## src/rtl/dc1_xbit_upd_pkg.sv

```systemverilog
// Shared types for the x-bit write sequencer: request record, sequencer state, array geometry.
// Latency: n/a (types and constants only).
// Backpressure: n/a.
package dc1_xbit_upd_pkg;

`ifdef DCACHE_256K
    localparam int XBIT_ADDR_WIDTH = 6;
`else
    localparam int XBIT_ADDR_WIDTH = 5;
`endif

    // Full request address width; the set index lives in [XBIT_ADDR_WIDTH+3:4].
    localparam int XBIT_REQ_AW = XBIT_ADDR_WIDTH + 5;

    typedef struct packed {
        logic [XBIT_REQ_AW-1:0] addr;
        logic                   odd;
        logic                   pbit;
    } xbit_req_t;

    typedef enum logic {
        ST_WALK = 1'b0,
        ST_RUN  = 1'b1
    } xbit_state_e;

    // Two requests hit the same array bit when set index and bank match.
    function automatic logic xbit_same_slot(xbit_req_t a, xbit_req_t b);
        return (a.addr[XBIT_ADDR_WIDTH+3:4] == b.addr[XBIT_ADDR_WIDTH+3:4]) && (a.odd == b.odd);
    endfunction

endpackage

```

## src/rtl/dc1_xbit_fifo.sv

```systemverilog
// 2-push / 2-pop FIFO of x-bit requests with single-cycle flush.
// Latency: an entry pushed at edge N is visible at the head from cycle N+1.
// Backpressure: none internally; the caller must not push beyond DEPTH.
module dc1_xbit_fifo
    import dc1_xbit_upd_pkg::*;
#(
    parameter int DEPTH = 4,
    parameter int CW    = $clog2(DEPTH) + 1
) (
    input  logic          clk,
    input  logic          rst,
    input  logic          i_flush,
    input  logic          i_push0,
    input  xbit_req_t     i_push0_dat,
    input  logic          i_push1,
    input  xbit_req_t     i_push1_dat,
    input  logic [1:0]    i_pop_n,
    output xbit_req_t     o_head,
    output xbit_req_t     o_head1,
    output logic [CW-1:0] o_count,
    output logic [CW-1:0] o_count_nxt
);
    localparam int PW = $clog2(DEPTH);

    xbit_req_t     r_mem [DEPTH];
    logic [PW-1:0] r_wr_ptr;
    logic [PW-1:0] r_rd_ptr;
    logic [CW-1:0] r_count;
    logic [PW-1:0] w_wr_ptr1;
    logic [PW-1:0] w_rd_ptr1;
    logic [CW-1:0] w_push_n;

    assign w_push_n    = CW'(i_push0) + CW'(i_push1);
    assign w_wr_ptr1   = r_wr_ptr + PW'(1);
    assign w_rd_ptr1   = r_rd_ptr + PW'(1);
    assign o_head      = r_mem[r_rd_ptr];
    assign o_head1     = r_mem[w_rd_ptr1];
    assign o_count     = r_count;
    assign o_count_nxt = i_flush ? '0 : (r_count + w_push_n - CW'(i_pop_n));

    // Pointer and occupancy bookkeeping; flush empties the queue in one cycle.
    always_ff @(posedge clk) begin
        if (rst || i_flush) begin
            r_wr_ptr <= '0;
            r_rd_ptr <= '0;
            r_count  <= '0;
        end else begin
            r_wr_ptr <= r_wr_ptr + PW'(w_push_n);
            r_rd_ptr <= r_rd_ptr + PW'(i_pop_n);
            r_count  <= o_count_nxt;
        end
    end

    // Entry storage; push0 is always the older of two same-cycle pushes.
    always_ff @(posedge clk) begin
        if (i_push0) r_mem[r_wr_ptr]  <= i_push0_dat;
        if (i_push1) r_mem[w_wr_ptr1] <= i_push1_dat;
    end

endmodule

```

## src/rtl/dc1_xbit_upd.sv

```systemverilog
// X-bit array write sequencer: post-reset/barrier clear walk, insert path, 2-wide pipe request FIFO.
// Latency: request pushed in N writes in N+2; insert in N writes in N+1; walk takes 2*2^ADDR_WIDTH cycles.
// Backpressure: req_ready needs two free FIFO slots and RUN; ins_ready is high throughout RUN.
module dc1_xbit_upd
    import dc1_xbit_upd_pkg::*;
#(
    parameter int ADDR_WIDTH = XBIT_ADDR_WIDTH,
    parameter int DEPTH      = 4
) (
    input  logic                  clk,
    input  logic                  rst,
    input  logic                  req0_valid,
    input  logic [ADDR_WIDTH+4:0] req0_addr,
    input  logic                  req0_odd,
    input  logic                  req0_pbit,
    input  logic                  req1_valid,
    input  logic [ADDR_WIDTH+4:0] req1_addr,
    input  logic                  req1_odd,
    input  logic                  req1_pbit,
    output logic                  req_ready,
    input  logic                  ins_valid,
    input  logic [ADDR_WIDTH+4:0] ins_addr,
    input  logic [15:0]           ins_data,
    output logic                  ins_ready,
    input  logic                  clr_all,
    output logic                  write0_clkEn,
    output logic [ADDR_WIDTH+4:0] write0_addr,
    output logic                  write0_odd,
    output logic                  write0_pbit,
    output logic                  write1_clkEn,
    output logic [ADDR_WIDTH+4:0] write1_addr,
    output logic                  write1_odd,
    output logic                  write1_pbit,
    output logic                  write_ins,
    output logic [15:0]           write_data,
    output logic                  busy
);
    localparam int                  CW        = $clog2(DEPTH) + 1;
    localparam logic [ADDR_WIDTH:0] WALK_LAST = '1;

    xbit_state_e           r_state;
    logic [ADDR_WIDTH:0]   r_walk_cnt;
    logic                  r_w0_en, r_w0_odd, r_w0_pbit;
    logic                  r_w1_en, r_w1_odd, r_w1_pbit;
    logic [ADDR_WIDTH+4:0] r_w0_addr, r_w1_addr;
    logic                  r_wins;
    logic [15:0]           r_wdata;
    logic                  r_busy;

    xbit_req_t             w_req0, w_req1, w_push0_dat, w_head, w_head1;
    logic                  w_req_acc, w_ins_acc, w_push0, w_push1, w_merge;
    logic [1:0]            w_pop_n;
    logic [CW-1:0]         w_count, w_count_nxt;
    logic [ADDR_WIDTH+4:0] w_walk_addr;

    assign w_req0 = '{addr: req0_addr, odd: req0_odd, pbit: req0_pbit};
    assign w_req1 = '{addr: req1_addr, odd: req1_odd, pbit: req1_pbit};

    // Ready depends only on registered state, so senders see a clean level.
    assign req_ready = (r_state == ST_RUN) && (w_count <= CW'(DEPTH - 2));
    assign ins_ready = (r_state == ST_RUN);

    // A clear in the same cycle discards whatever is being offered.
    assign w_req_acc   = req_ready & ~clr_all;
    assign w_ins_acc   = ins_ready & ins_valid & ~clr_all;
    assign w_push0     = w_req_acc & (req0_valid | req1_valid);
    assign w_push1     = w_req_acc & req0_valid & req1_valid;
    assign w_push0_dat = req0_valid ? w_req0 : w_req1;

    // Walk entry cnt clears set cnt>>1, bank cnt[0]; all other address bits zero.
    assign w_walk_addr = {1'b0, r_walk_cnt[ADDR_WIDTH:1], 4'b0000};

    dc1_xbit_fifo #(
        .DEPTH (DEPTH),
        .CW    (CW)
    ) u_fifo (
        .clk         (clk),
        .rst         (rst),
        .i_flush     (clr_all),
        .i_push0     (w_push0),
        .i_push0_dat (w_push0_dat),
        .i_push1     (w_push1),
        .i_push1_dat (w_req1),
        .i_pop_n     (w_pop_n),
        .o_head      (w_head),
        .o_head1     (w_head1),
        .o_count     (w_count),
        .o_count_nxt (w_count_nxt)
    );

    // Pop selection: inserts own port 0, otherwise drain up to two entries.
    always_comb begin
        w_pop_n = 2'd0;
        w_merge = 1'b0;
        if ((r_state == ST_RUN) && !clr_all && !w_ins_acc) begin
            if (w_count >= CW'(2)) begin
                w_pop_n = 2'd2;
                w_merge = xbit_same_slot(w_head, w_head1);
            end else if (w_count == CW'(1)) begin
                w_pop_n = 2'd1;
            end
        end
    end

    // Sequencer state and registered array-port drive.
    always_ff @(posedge clk) begin
        if (rst) begin
            r_state    <= ST_WALK;
            r_walk_cnt <= '0;
            r_w0_en    <= 1'b0;
            r_w0_addr  <= '0;
            r_w0_odd   <= 1'b0;
            r_w0_pbit  <= 1'b0;
            r_w1_en    <= 1'b0;
            r_w1_addr  <= '0;
            r_w1_odd   <= 1'b0;
            r_w1_pbit  <= 1'b0;
            r_wins     <= 1'b0;
            r_wdata    <= '0;
            r_busy     <= 1'b0;
        end else begin
            r_w0_en   <= 1'b0;
            r_w0_addr <= '0;
            r_w0_odd  <= 1'b0;
            r_w0_pbit <= 1'b0;
            r_w1_en   <= 1'b0;
            r_w1_addr <= '0;
            r_w1_odd  <= 1'b0;
            r_w1_pbit <= 1'b0;
            r_wins    <= 1'b0;
            r_wdata   <= '0;
            if (clr_all) begin
                r_state    <= ST_WALK;
                r_walk_cnt <= '0;
                r_busy     <= 1'b1;
            end else if (r_state == ST_WALK) begin
                r_w0_en    <= 1'b1;
                r_wins     <= 1'b1;
                r_w0_addr  <= w_walk_addr;
                r_w0_odd   <= r_walk_cnt[0];
                r_walk_cnt <= r_walk_cnt + 1'b1;
                if (r_walk_cnt == WALK_LAST) begin
                    r_state <= ST_RUN;
                end
                r_busy <= (r_walk_cnt != WALK_LAST);
            end else begin
                if (w_ins_acc) begin
                    r_w0_en   <= 1'b1;
                    r_wins    <= 1'b1;
                    r_w0_addr <= ins_addr;
                    r_wdata   <= ins_data;
                end else if (w_pop_n != 2'd0) begin
                    r_w0_en <= 1'b1;
                    if (w_merge) begin
                        // Same bit twice: only the younger value reaches the array.
                        r_w0_addr <= w_head1.addr;
                        r_w0_odd  <= w_head1.odd;
                        r_w0_pbit <= w_head1.pbit;
                    end else begin
                        r_w0_addr <= w_head.addr;
                        r_w0_odd  <= w_head.odd;
                        r_w0_pbit <= w_head.pbit;
                        if (w_pop_n == 2'd2) begin
                            r_w1_en   <= 1'b1;
                            r_w1_addr <= w_head1.addr;
                            r_w1_odd  <= w_head1.odd;
                            r_w1_pbit <= w_head1.pbit;
                        end
                    end
                end
                r_busy <= (w_count_nxt != '0);
            end
        end
    end

    assign write0_clkEn = r_w0_en;
    assign write0_addr  = r_w0_addr;
    assign write0_odd   = r_w0_odd;
    assign write0_pbit  = r_w0_pbit;
    assign write1_clkEn = r_w1_en;
    assign write1_addr  = r_w1_addr;
    assign write1_odd   = r_w1_odd;
    assign write1_pbit  = r_w1_pbit;
    assign write_ins    = r_wins;
    assign write_data   = r_wdata;
    assign busy         = r_busy;

endmodule
```

## config.mk

```make
export PLATFORM = sky130hd
export DESIGN_NAME = dc1_xbit_upd
export DESIGN_NICKNAME = d
export VERILOG_FILES = /design/src/rtl/dc1_xbit_upd_pkg.sv /design/src/rtl/dc1_xbit_fifo.sv /design/src/rtl/dc1_xbit_upd.sv
export SDC_FILE = /design/constraint.sdc
export NUM_CORES = 1
export LEC_CHECK = 0
export CAP_MARGIN = 20
export CORE_ASPECT_RATIO = 0.9
export CORE_MARGIN = 5
export CORE_UTILIZATION = 25
export CTS_CLUSTER_DIAMETER = 200
export CTS_CLUSTER_SIZE = 12
export DETAILED_ROUTE_END_ITERATION = 12
export GPL_TIMING_DRIVEN = 0
export MAX_ROUTING_LAYER = met4
export SETUP_SLACK_MARGIN = 0.5
export SYNTH_ARGS = -nofsm -noshare
export SYNTH_HDL_FRONTEND = slang
export SYNTH_SLANG_ARGS = --single-unit
```

## constraint.sdc

```tcl
create_clock -name clk -period 3.6 [get_ports clk]
set_input_delay 0.9 -clock clk [delete_from_list [all_inputs] [get_ports clk]]
set_output_delay 0.9 -clock clk [all_outputs]
set_load 0.05 [all_outputs]
```

==> results of run 1 <==
cell families (layout without fill, tap and decap cells):
group / count (synthesis) / count (layout) / synth area share [%]
buffers and inverters: 35 / 160 / 3.28
multiplexers: 91 / 91 / 21.7
adder cells (fa/ha/maj): 9 / 9 / 2.36
other: 0 / 5 / 0
AND/OR/NAND/NOR: 124 / 124 / 12.6
AO/OA/AOI/OAI: 60 / 60 / 7.03
flip-flops: 106 / 106 / 49.1
XOR/XNOR: 24 / 24 / 3.96
power breakdown:
part	switching [µW]	internal, µW
clock network	464	481
logic	66.6	98.9
registers	1.71	1260
sequential cells by signal, summed over array words and instances, names as in the netlist:
register         cells
write0_addr         10
write1_addr         10
write0_odd           1
write_ins            1
u_fifo.r_rd_ptr      2
busy                 1
u_fifo.o_count       3
u_fifo.r_mem        48
write1_pbit          1
u_fifo.r_wr_ptr      2
r_walk_cnt           6
write0_pbit          1
ins_ready            1
write1_odd           1
write_data          16
write1_clkEn         1
write0_clkEn         1
worst reg2reg max path, stage by stage, from the launching register on:
cell and delay [ps]:
sky130_fd_sc_hd__dfxtp_1 360, sky130_fd_sc_hd__a21oi_1 160, sky130_fd_sc_hd__and3b_2 260, sky130_fd_sc_hd__o21a_1 220
sky130_fd_sc_hd__ha_4 170, sky130_fd_sc_hd__inv_2 40, sky130_fd_sc_hd__fa_1 500, sky130_fd_sc_hd__fa_2 390
sky130_fd_sc_hd__xnor2_2 200, sky130_fd_sc_hd__xnor2_2 150, sky130_fd_sc_hd__nand4b_1 120, sky130_fd_sc_hd__a21oi_1 180
sky130_fd_sc_hd__nor2_1 50
placed cells by master, fill, tap and decap left out, types with 11 or more instances in the layout:
master,count
sky130_fd_sc_hd__and2_1,21
sky130_fd_sc_hd__buf_2,13
sky130_fd_sc_hd__nand2_1,25
sky130_fd_sc_hd__o21ai_0,11
sky130_fd_sc_hd__nor2_1,36
sky130_fd_sc_hd__mux2_2,54
sky130_fd_sc_hd__a21oi_1,22
sky130_fd_sc_hd__mux4_2,11
sky130_fd_sc_hd__edfxtp_1,48
sky130_fd_sc_hd__xnor2_1,15
sky130_fd_sc_hd__dfxtp_1,58
sky130_fd_sc_hd__mux2i_1,24
sky130_fd_sc_hd__clkdlybuf4s50_1,96
layout make-up:
cell class / count / share of cell area, %
Multi-Input combinational cell: 308 / 36.4
Clock inverter: 7 / 0.813
Timing Repair Buffer: 109 / 15.1
Sequential cell: 106 / 36.8
Tap cell: 286 / 5.06
Clock buffer: 9 / 3.18
Antenna cell: 5 / 0.177
Inverter: 11 / 0.583
Buffer: 24 / 1.89
per-stage QoR:
stage | setup TNS (ps) | setup slack, ps | util [%] | hold WS (ps) | power, µW
detailed placement | -470 | -367 | 32.2 | 504 | 1460
global route | 0 | 378 | 34.0 | 552 | 2470
floorplan | 0 | 512 | - | 467 | 1360
finish | 0 | 506 | 34.0 | 524 | 2380
CTS | 0 | 499 | 33.9 | 521 | 2410
global placement | -6060 | -484 | 32.1 | 488 | 1450
how the worst min path moves through the flow:
stage	from	to	slack, ps	depth (start not counted)
final	r_walk_cnt[5]$_SDFFE_PP0N_	r_walk_cnt[5]$_SDFFE_PP0N_	520	2
after global routing	r_walk_cnt[5]$_SDFFE_PP0N_	r_walk_cnt[5]$_SDFFE_PP0N_	550	2
after CTS	r_walk_cnt[5]$_SDFFE_PP0N_	r_walk_cnt[5]$_SDFFE_PP0N_	520	2
after detailed placement	r_walk_cnt[5]$_SDFFE_PP0N_	r_walk_cnt[5]$_SDFFE_PP0N_	500	2
after global placement	r_walk_cnt[5]$_SDFFE_PP0N_	r_walk_cnt[5]$_SDFFE_PP0N_	490	2
after floorplan	r_walk_cnt[5]$_SDFFE_PP0N_	r_walk_cnt[5]$_SDFFE_PP0N_	470	2
per-layer routing:
metal	wire (µm)	share of wire, %	track usage [%]	vias up
li1	-	-	-	1869
met3	958	6.8	3.63	21
met5	0	0	-	-
met2	6690	47	19.2	109
met4	314	2.2	4.91	0
met1	6190	44	14.7	1821
timing repair:
| item | CTS | global route |
|---|---|---|
| endpoints found under the hold margin | 0 | 0 |
| pin swaps | 8 | 0 |
| gates cloned | 0 | 0 |
| buffers inserted | 5 | 0 |
| resized for setup | 16 | 2 |
| hold buffers | 0 | 0 |
| setup endpoints to repair | 4 | 2 |
==> flow_summary.yaml, run 1 <==
status:
  outcome: "completed"
synthesis:
  top_area_cell_type_share_of_the_netlist_area_pct: 27.2
  dominantRegCellSynth: "sky130_fd_sc_hd__dfxtp_1"
  yosysMostFrequentCell: "sky130_fd_sc_hd__dfxtp_1"
  postSynthCellCount: 449
  async_flop_share_pct: 0
  avg_cell_area_syn_um2: 11.8
  syn-num-nets: 513
  synthesis.area_um2: 5300
  synth_edf_count: 48
  synth_seq_area_share_pct: 49.1
  yosysUniqueCellTypes: 55
  synth.top_cells.by_area: "sky130_fd_sc_hd__edfxtp_1 27%, sky130_fd_sc_hd__dfxtp_1 22%, sky130_fd_sc_hd__mux2_2 11%"
  ys_warn_count: 0
  synth_top_cell_by_area: "sky130_fd_sc_hd__edfxtp_1"
  synth_seq_cells: 106
  synth_commonest_cells: "58 x sky130_fd_sc_hd__dfxtp_1, 54 x sky130_fd_sc_hd__mux2_2, 48 x sky130_fd_sc_hd__edfxtp_1, 36 x sky130_fd_sc_hd__nor2_1, 25 x sky130_fd_sc_hd__nand2_1"
placed_design:
  io_buffer_count: 101
  area_of_placed_instances_um2: 6720
  placed_cells: 839
  routabilityCongestion: 0.799
  detailedPlacementHpwl_um: 11000
critical_path:
  critPathTopFamily: "adder cells"
  critical_path.slowest_cell: "sky130_fd_sc_hd__fa_1"
  worst_r2r_startpoint: "u_fifo.o_count[2]$_SDFF_PP0_"
  worst_ep_arrival_time_ps: 3330
  timing.critical_path.fanout_max: 7
  start_point_of_the_critical_path: "clr_all"
  crit_path_cell_trace: "buf_4, and3b_2, o21a_1, ha_4, inv_2, fa_1, fa_2, xnor2_2, xnor2_2, nand4b_1, a21oi_1, nor2_1"
  worstReg2RegEnd: "busy$_SDFF_PP0_"
  largest_incremental_delay_on_the_critical_path_ps: 500
  worst-endpoint-required_ps: 3840
  most_frequent_cell_on_the_critical_path: "sky130_fd_sc_hd__xnor2_2"
  r2r_setup_slack_ps: 710
  critical_path_buf_inv_count: 2
  r2r_cell_count: 12
  worst-setup-path-type: "in -> reg"
  worstSetupPathDepth: 12
  critical_path_endpoint: "busy$_SDFF_PP0_"
  setup_crit_end_kind: "register"
  setup_crit_start_kind: "primary input"
drt:
  detail_routed_net_length_per_standard_cell_um: 16.4
  vias: 3820
  ant_nets: 0
  routed_wirelength_um: 14200
  detail_route.first_pass.iterations: 4
  drt_iter0_drc: 167
  avgViaCountPerCell: 4.42
  post-route-drc-count: 0
final_layout:
  fillerInstances: 2077
  multi_input_comb_area_um2: 2580
  instances_no_fill: 865
  synth_to_layout_area_growth_pct: 33.5
  ff_latch_area_um2: 2600
  final_layout_size_suffix_gt1_share_pct: 23.0
  layout.nets: 633
  final_area_um2: 7080
die:
  die-area_um2: 24200
  area_of_the_placeable_core_um2: 20800
  die_height_um: 148
  width_of_the_chip_um: 164
  initial_core_util_pct: 25.5
  rows: 50
  num_io_pins: 102
clock_network:
  ctsHtreeMaxLevel: 3
  cts_tree: "built"
  clk_path_buf_depth: 2
  clk_pin_slew_ps: 70
  cts_made_buffers: 9
  insertion_delay_ps: 350
  clockRootBuffer: "sky130_fd_sc_hd__clkbuf_16"
  clkSinkCount: 106
grt:
  antenna_found_initial: 5
  wire_length_of_the_first_global_routing_pass_um: 22100
  grt_pass1_vias: 4090
  groute.usage.overall_pct: 12.2
  grt.overflow.total: 0
  grt_start_max_net_pins: 20
sta:
  timing.final.setup_violations: 0
  worst-slew-pin-transition_ps: 772
  unrepaired_setup_endpoints_after_global_routing: "yes"
  fin_skew_ps: 9.25
  fin_crit_sh_pct: 86.0
  fmax_mhz: 323
  slew_headroom_pct: 48.4
  finalHoldViolCount: 0
  period_needed_ps: 3090
  slew_violations: 0
min_path:
  holdCritPathClass: "reg -> reg"
power_and_ir_drop:
  cellLeakagePower_uw: 0.00245
  ir_worst_vdd_uv: 212
  cellPowerDensity_nw_per_um2: 336
run:
  max_cap_violations: 0
(Power assumes the default switching activity.)
==> run 2: changes to the inputs <==
--- a/config.mk
+++ b/config.mk
@@ -5,7 +5,6 @@
 export SDC_FILE = /design/constraint.sdc
 export NUM_CORES = 1
 export LEC_CHECK = 0
-export CAP_MARGIN = 20
 export CORE_ASPECT_RATIO = 0.9
 export CORE_MARGIN = 5
 export CORE_UTILIZATION = 25
==> flow_summary.yaml, run 2 (synthesized netlist as in run 1, its figures left out) <==
critical_path:
  critical_path_buf_inv_count: 2
  r2r_setup_slack_ps: 660
  most_frequent_cell_on_the_critical_path: "sky130_fd_sc_hd__xnor2_2"
  setup_crit_start_kind: "primary input"
  worst_ep_arrival_time_ps: 3330
  worst-endpoint-required_ps: 3840
  timing.critical_path.fanout_max: 7
  crit_path_cell_trace: "buf_6, and3b_2, and3_4, ha_4, inv_2, fa_1, fa_2, xnor2_2, xnor2_2, nand4b_1, a21oi_1, nor2_1"
  critPathTopFamily: "adder cells"
  setup_crit_end_kind: "register"
  worst-setup-path-type: "in -> reg"
  largest_incremental_delay_on_the_critical_path_ps: 510
  critical_path.slowest_cell: "sky130_fd_sc_hd__fa_1"
clock_network:
  insertion_delay_ps: 360
  cts_tree: "built"
  cts_hold_buffers: 0
  cts_made_buffers: 9
  clk_path_buf_depth: 2
  clk_pin_slew_ps: 70
  ctsHtreeMaxLevel: 3
  clkSinkCount: 106
  clockRootBuffer: "sky130_fd_sc_hd__clkbuf_16"
power_and_ir_drop:
  ir_worst_vdd_uv: 209
  cellLeakagePower_uw: 0.00244
  power_uw: 2370
  cellPowerDensity_nw_per_um2: 335
sta:
  fin_skew_ps: 12.3
  slew_violations: 0
  finalHoldViolCount: 0
  timing.final.setup_violations: 0
  hold_slack_ps: 518
  fin_crit_sh_pct: 85.9
  slew_headroom_pct: 25.6
  post-route-worst-setup-slack_ps: 506
  unrepaired_setup_endpoints_after_global_routing: "yes"
  worst-slew-pin-transition_ps: 1100
  fmax_mhz: 323
  period_needed_ps: 3090
grt:
  wire_length_of_the_first_global_routing_pass_um: 22000
  grt_pass1_vias: 4010
  grt_start_max_net_pins: 19
  groute.usage.overall_pct: 12.2
  grt.overflow.total: 0
  antenna_found_initial: 4
die:
  area_of_the_placeable_core_um2: 20800
  width_of_the_chip_um: 164
  num_io_pins: 102
  rows: 50
  initial_core_util_pct: 25.5
  die_height_um: 148
  die-area_um2: 24200
run:
  max_cap_violations: 0
final_layout:
  mostFrequentLayoutCell: "sky130_fd_sc_hd__clkdlybuf4s50_1"
  synth_to_layout_area_growth_pct: 33.2
  largest_register_ff_count: 48
  layout.nets: 632
  final_layout_size_suffix_gt1_share_pct: 23.0
  max_flop_register: "u_fifo.r_mem"
  util_after_layout_pct: 33.9
  mostFrequentLayoutCells: "96 x sky130_fd_sc_hd__clkdlybuf4s50_1, 58 x sky130_fd_sc_hd__dfxtp_1, 54 x sky130_fd_sc_hd__mux2_2"
  final_area_um2: 7070
  fillerInstances: 2025
drt:
  ant_nets: 0
  vias: 3803
  avgViaCountPerCell: 4.41
  drt_iter0_drc: 210
  routed_wirelength_um: 14200
  post-route-drc-count: 0
  detail_routed_net_length_per_standard_cell_um: 16.5
  detail_route.first_pass.iterations: 4
min_path:
  holdCritPathClass: "reg -> reg"
placed_design:
  detailedPlacementHpwl_um: 10900
  routabilityCongestion: 0.799
  area_of_placed_instances_um2: 6700
  preCtsSetupSlack_ps: -353
  io_buffer_count: 101
status:
  outcome: "completed"
[run 2: metrics by stage]
stage | std cells | setup TNS, ps
2_1_floorplan | 449 | 0
3_3_place_gp | 836 | -6060
3_5_place_dp | 837 | -443
4_1_cts | 859 | 0
5_1_grt | 863 | 0
6_report | 863 | 0
[run 2: repair_timing]
action | 4_1_cts | 5_1_grt
endpoints found under the setup margin | 4 | 2
pin swaps | 9 | 0
hold endpoints to repair | 0 | 0
gates resized for setup | 17 | 2
buffers inserted | 6 | 0
[run 2: worst register-to-register path: cells and delay by family (launching register included)]
family,cells,cell delay (ps)
xor+xnor,2,360
simple gates,4,660
compound gates,2,350
flops,1,370
fa+ha+maj,3,1060
buf+inv,1,40
[run 2: cell type report]
cell class,instances,area [µm²],share of cell area (%)
Clock buffer,10,229,3.24
Sequential cell,106,2600,36.8
Buffer,24,134,1.89
Clock inverter,6,51.3,0.726
Timing Repair Buffer,108,1060,15.1
Inverter,11,41.3,0.584
Tap cell,286,358,5.06
Multi-Input combinational cell,308,2570,36.4
Antenna cell,4,10.0,0.142
[run 2: layer usage]
metal / GRT usage (%) / up-vias / routed length (µm)
li1: - / 1864 / -
met1: 14.5 / 1811 / 6110
met2: 19.4 / 114 / 6810
met3: 3.85 / 14 / 1100
met4: 4.36 / 0 / 215
met5: - / - / 0
[run 2: path summary, 6_finish.rpt]
| check | depth (start not counted) | from | end |
|---|---|---|---|
| min | 2 | r_walk_cnt[5]$_SDFFE_PP0N_ | r_walk_cnt[5]$_SDFFE_PP0N_ |
| max reg2reg | 12 | u_fifo.o_count[2]$_SDFF_PP0_ | busy$_SDFF_PP0_ |
| max | 12 | clr_all | busy$_SDFF_PP0_ |
| min reg2reg | 2 | r_walk_cnt[5]$_SDFFE_PP0N_ | r_walk_cnt[5]$_SDFFE_PP0N_ |
[run 2: power by group]
part           internal [µW]  total, µW  switching (µW)
registers               1260       1260            1.75
clock network            479        941             462
logic                   99.2        165            66.0
total                   1840       2370             530
==> RTL change: new RTL, config.mk and constraints of run 1 <==
`XBIT_ADDR_WIDTH`: 5 -> 4.
--- a/src/rtl/dc1_xbit_upd_pkg.sv
+++ b/src/rtl/dc1_xbit_upd_pkg.sv
@@ -6,7 +6,7 @@
 `ifdef DCACHE_256K
     localparam int XBIT_ADDR_WIDTH = 6;
 `else
-    localparam int XBIT_ADDR_WIDTH = 5;
+    localparam int XBIT_ADDR_WIDTH = 4;
 `endif
 
     // Full request address width; the set index lives in [XBIT_ADDR_WIDTH+3:4].
Ports: changed (5 resized); port bits go from 102 to 97. No check against the original RTL was run, so the function may have changed too.
==> RTL change against run 1 <==
Critical path depth grew 2; count of clock-buffer cells in the layout unchanged; cell area fell by 7.6%; highest routed layer unchanged; sequential cell count decreased by 7; largest power group unchanged; clock skew increased by 1.3 ps; sequential share of layout area is 0.28 points higher; synthesized area is 9.3% lower; sequential power down 6%; wire length fell by 12%; setup slack got worse by 79 ps; power is 0.34% lower; final cell count shrank 12%; largest cell class unchanged; non-clock buffer count down 7.
==> RTL change: results (changes against run 1) <==
[logic_synthesis] distinct cell type count of the synthesized netlist 48 [-13%]
[critical_path] Reg-to-Reg Start u_fifo.o_count[1]$_SDFF_PP0_
[global_route] met3 global-route usage 3.51% [-0.12 points]
[outcome] outcome finished clean
[route] routed len/inst 16.4 um [about the same]
[hold_path] hold path endpoint r_walk_cnt[0]$_SDFFE_PP0N_
[global_route] via count of the first global-routing pass 3539 [-13%]
[timing] final-layout worst hold slack 511 ps [-12.9 ps]
[route] via/cell ratio 4.52 [+2.3%]
[global_route] antenna violations before repair 0 [-5]
[finish] nets 570 [-10%]
[logic_synthesis] Post-synth top cells dfxtp_1 (55), mux2_2 (50), edfxtp_1 (44), nor2_1 (37)
[route] routed metal-1 wire length 5.42 mm [-12%]
[critical_path] maximum net fanout on the critical path 4 [-3]
[logic_synthesis] Post-Synthesis Net Count 456 [-11%]
[pwr] Leakage Power 2.23 nW [-9.1%]
[finish] number of inserted filler cells in the final layout 1859 [-10%]
[route] sum of met3 wire segment lengths after detailed routing 946 um [-1.3%]
[global_route] GR met2 Demand/Resource 18.7% [-0.52 points]
[global_route] largest net degree at the start of global routing 21 [+5.0%]
[timing] Worst Clk Skew 10.6 ps [+1.33 ps]
[critical_path] R2R cell count 9 [-3]
[pwr] largest voltage drop on the vdd net 0.226 mV [+6.7%]
[timing] worst slew margin relative to its limit 30.4% [-18 points]
[global_route] Global Route Usage Sum 11.8% [-0.38 points]
[placement] Post-Place Cell Area 0.00611 mm2 [-9.0%]
[critical_path] crit path DAT 3430 ps [+100 ps]
RTL change: per-stage QoR:
step | util (%) | cells | setup TNS (ps) | setup slack [ps]
CTS | 34.1 | 760 | 0 | 368
floorplan | - | 394 | 0 | 258
global route | 34.3 | 763 | 0 | 270
detailed placement | 32.1 | 739 | -711 | -482
global placement | 32.1 | 738 | -503 | -381
finish | 34.3 | 763 | 0 | 427
RTL change: worst max-delay path, stage by stage:
cell and delay [ps]:
buf_8 100, nand2b_4 140, or2_4 250, a21oi_4 120
and3_4 210, ha_4 130, inv_2 30, fa_1 460
fa_2 380, xnor2_2 210, xnor2_2 140, nand4b_1 140
a21oi_2 150, nor2_1 60
RTL change: worst max-delay path by stage:
stage	start	to	slack, ps	depth (start not counted)
floorplan	clr_all	busy$_SDFF_PP0_	260	13
global placement	clr_all	busy$_SDFF_PP0_	-380	14
detailed placement	clr_all	busy$_SDFF_PP0_	-480	14
CTS	clr_all	busy$_SDFF_PP0_	370	14
global route	clr_all	busy$_SDFF_PP0_	270	14
finish	clr_all	busy$_SDFF_PP0_	430	14
RTL change: report_power, final:
| part | switching (mW) | internal, mW | leakage (nW) |
|---|---|---|---|
| Sequential | 0.00161 | 1.18 | 0.839 |
| Combinational | 0.0629 | 0.0941 | 1.23 |
| Clock | 0.466 | 0.564 | 0.159 |
RTL change: cell type report:
class	instances	share of cell area [%]
plain buffers	23	1.67
clock buffers	9	3.44
clock inverters	7	1.49
inverters	9	0.517
multi-input cells	263	35.6
flip-flops and latches	99	37.1
well taps	250	4.78
repair buffers	103	15.5
RTL change: what timing repair did:
item | in CTS | in global routing
gates resized for setup | 11 | 8
pin swaps | 10 | 7
buffers inserted | 5 | 3
setup endpoints to repair | 17 | 4
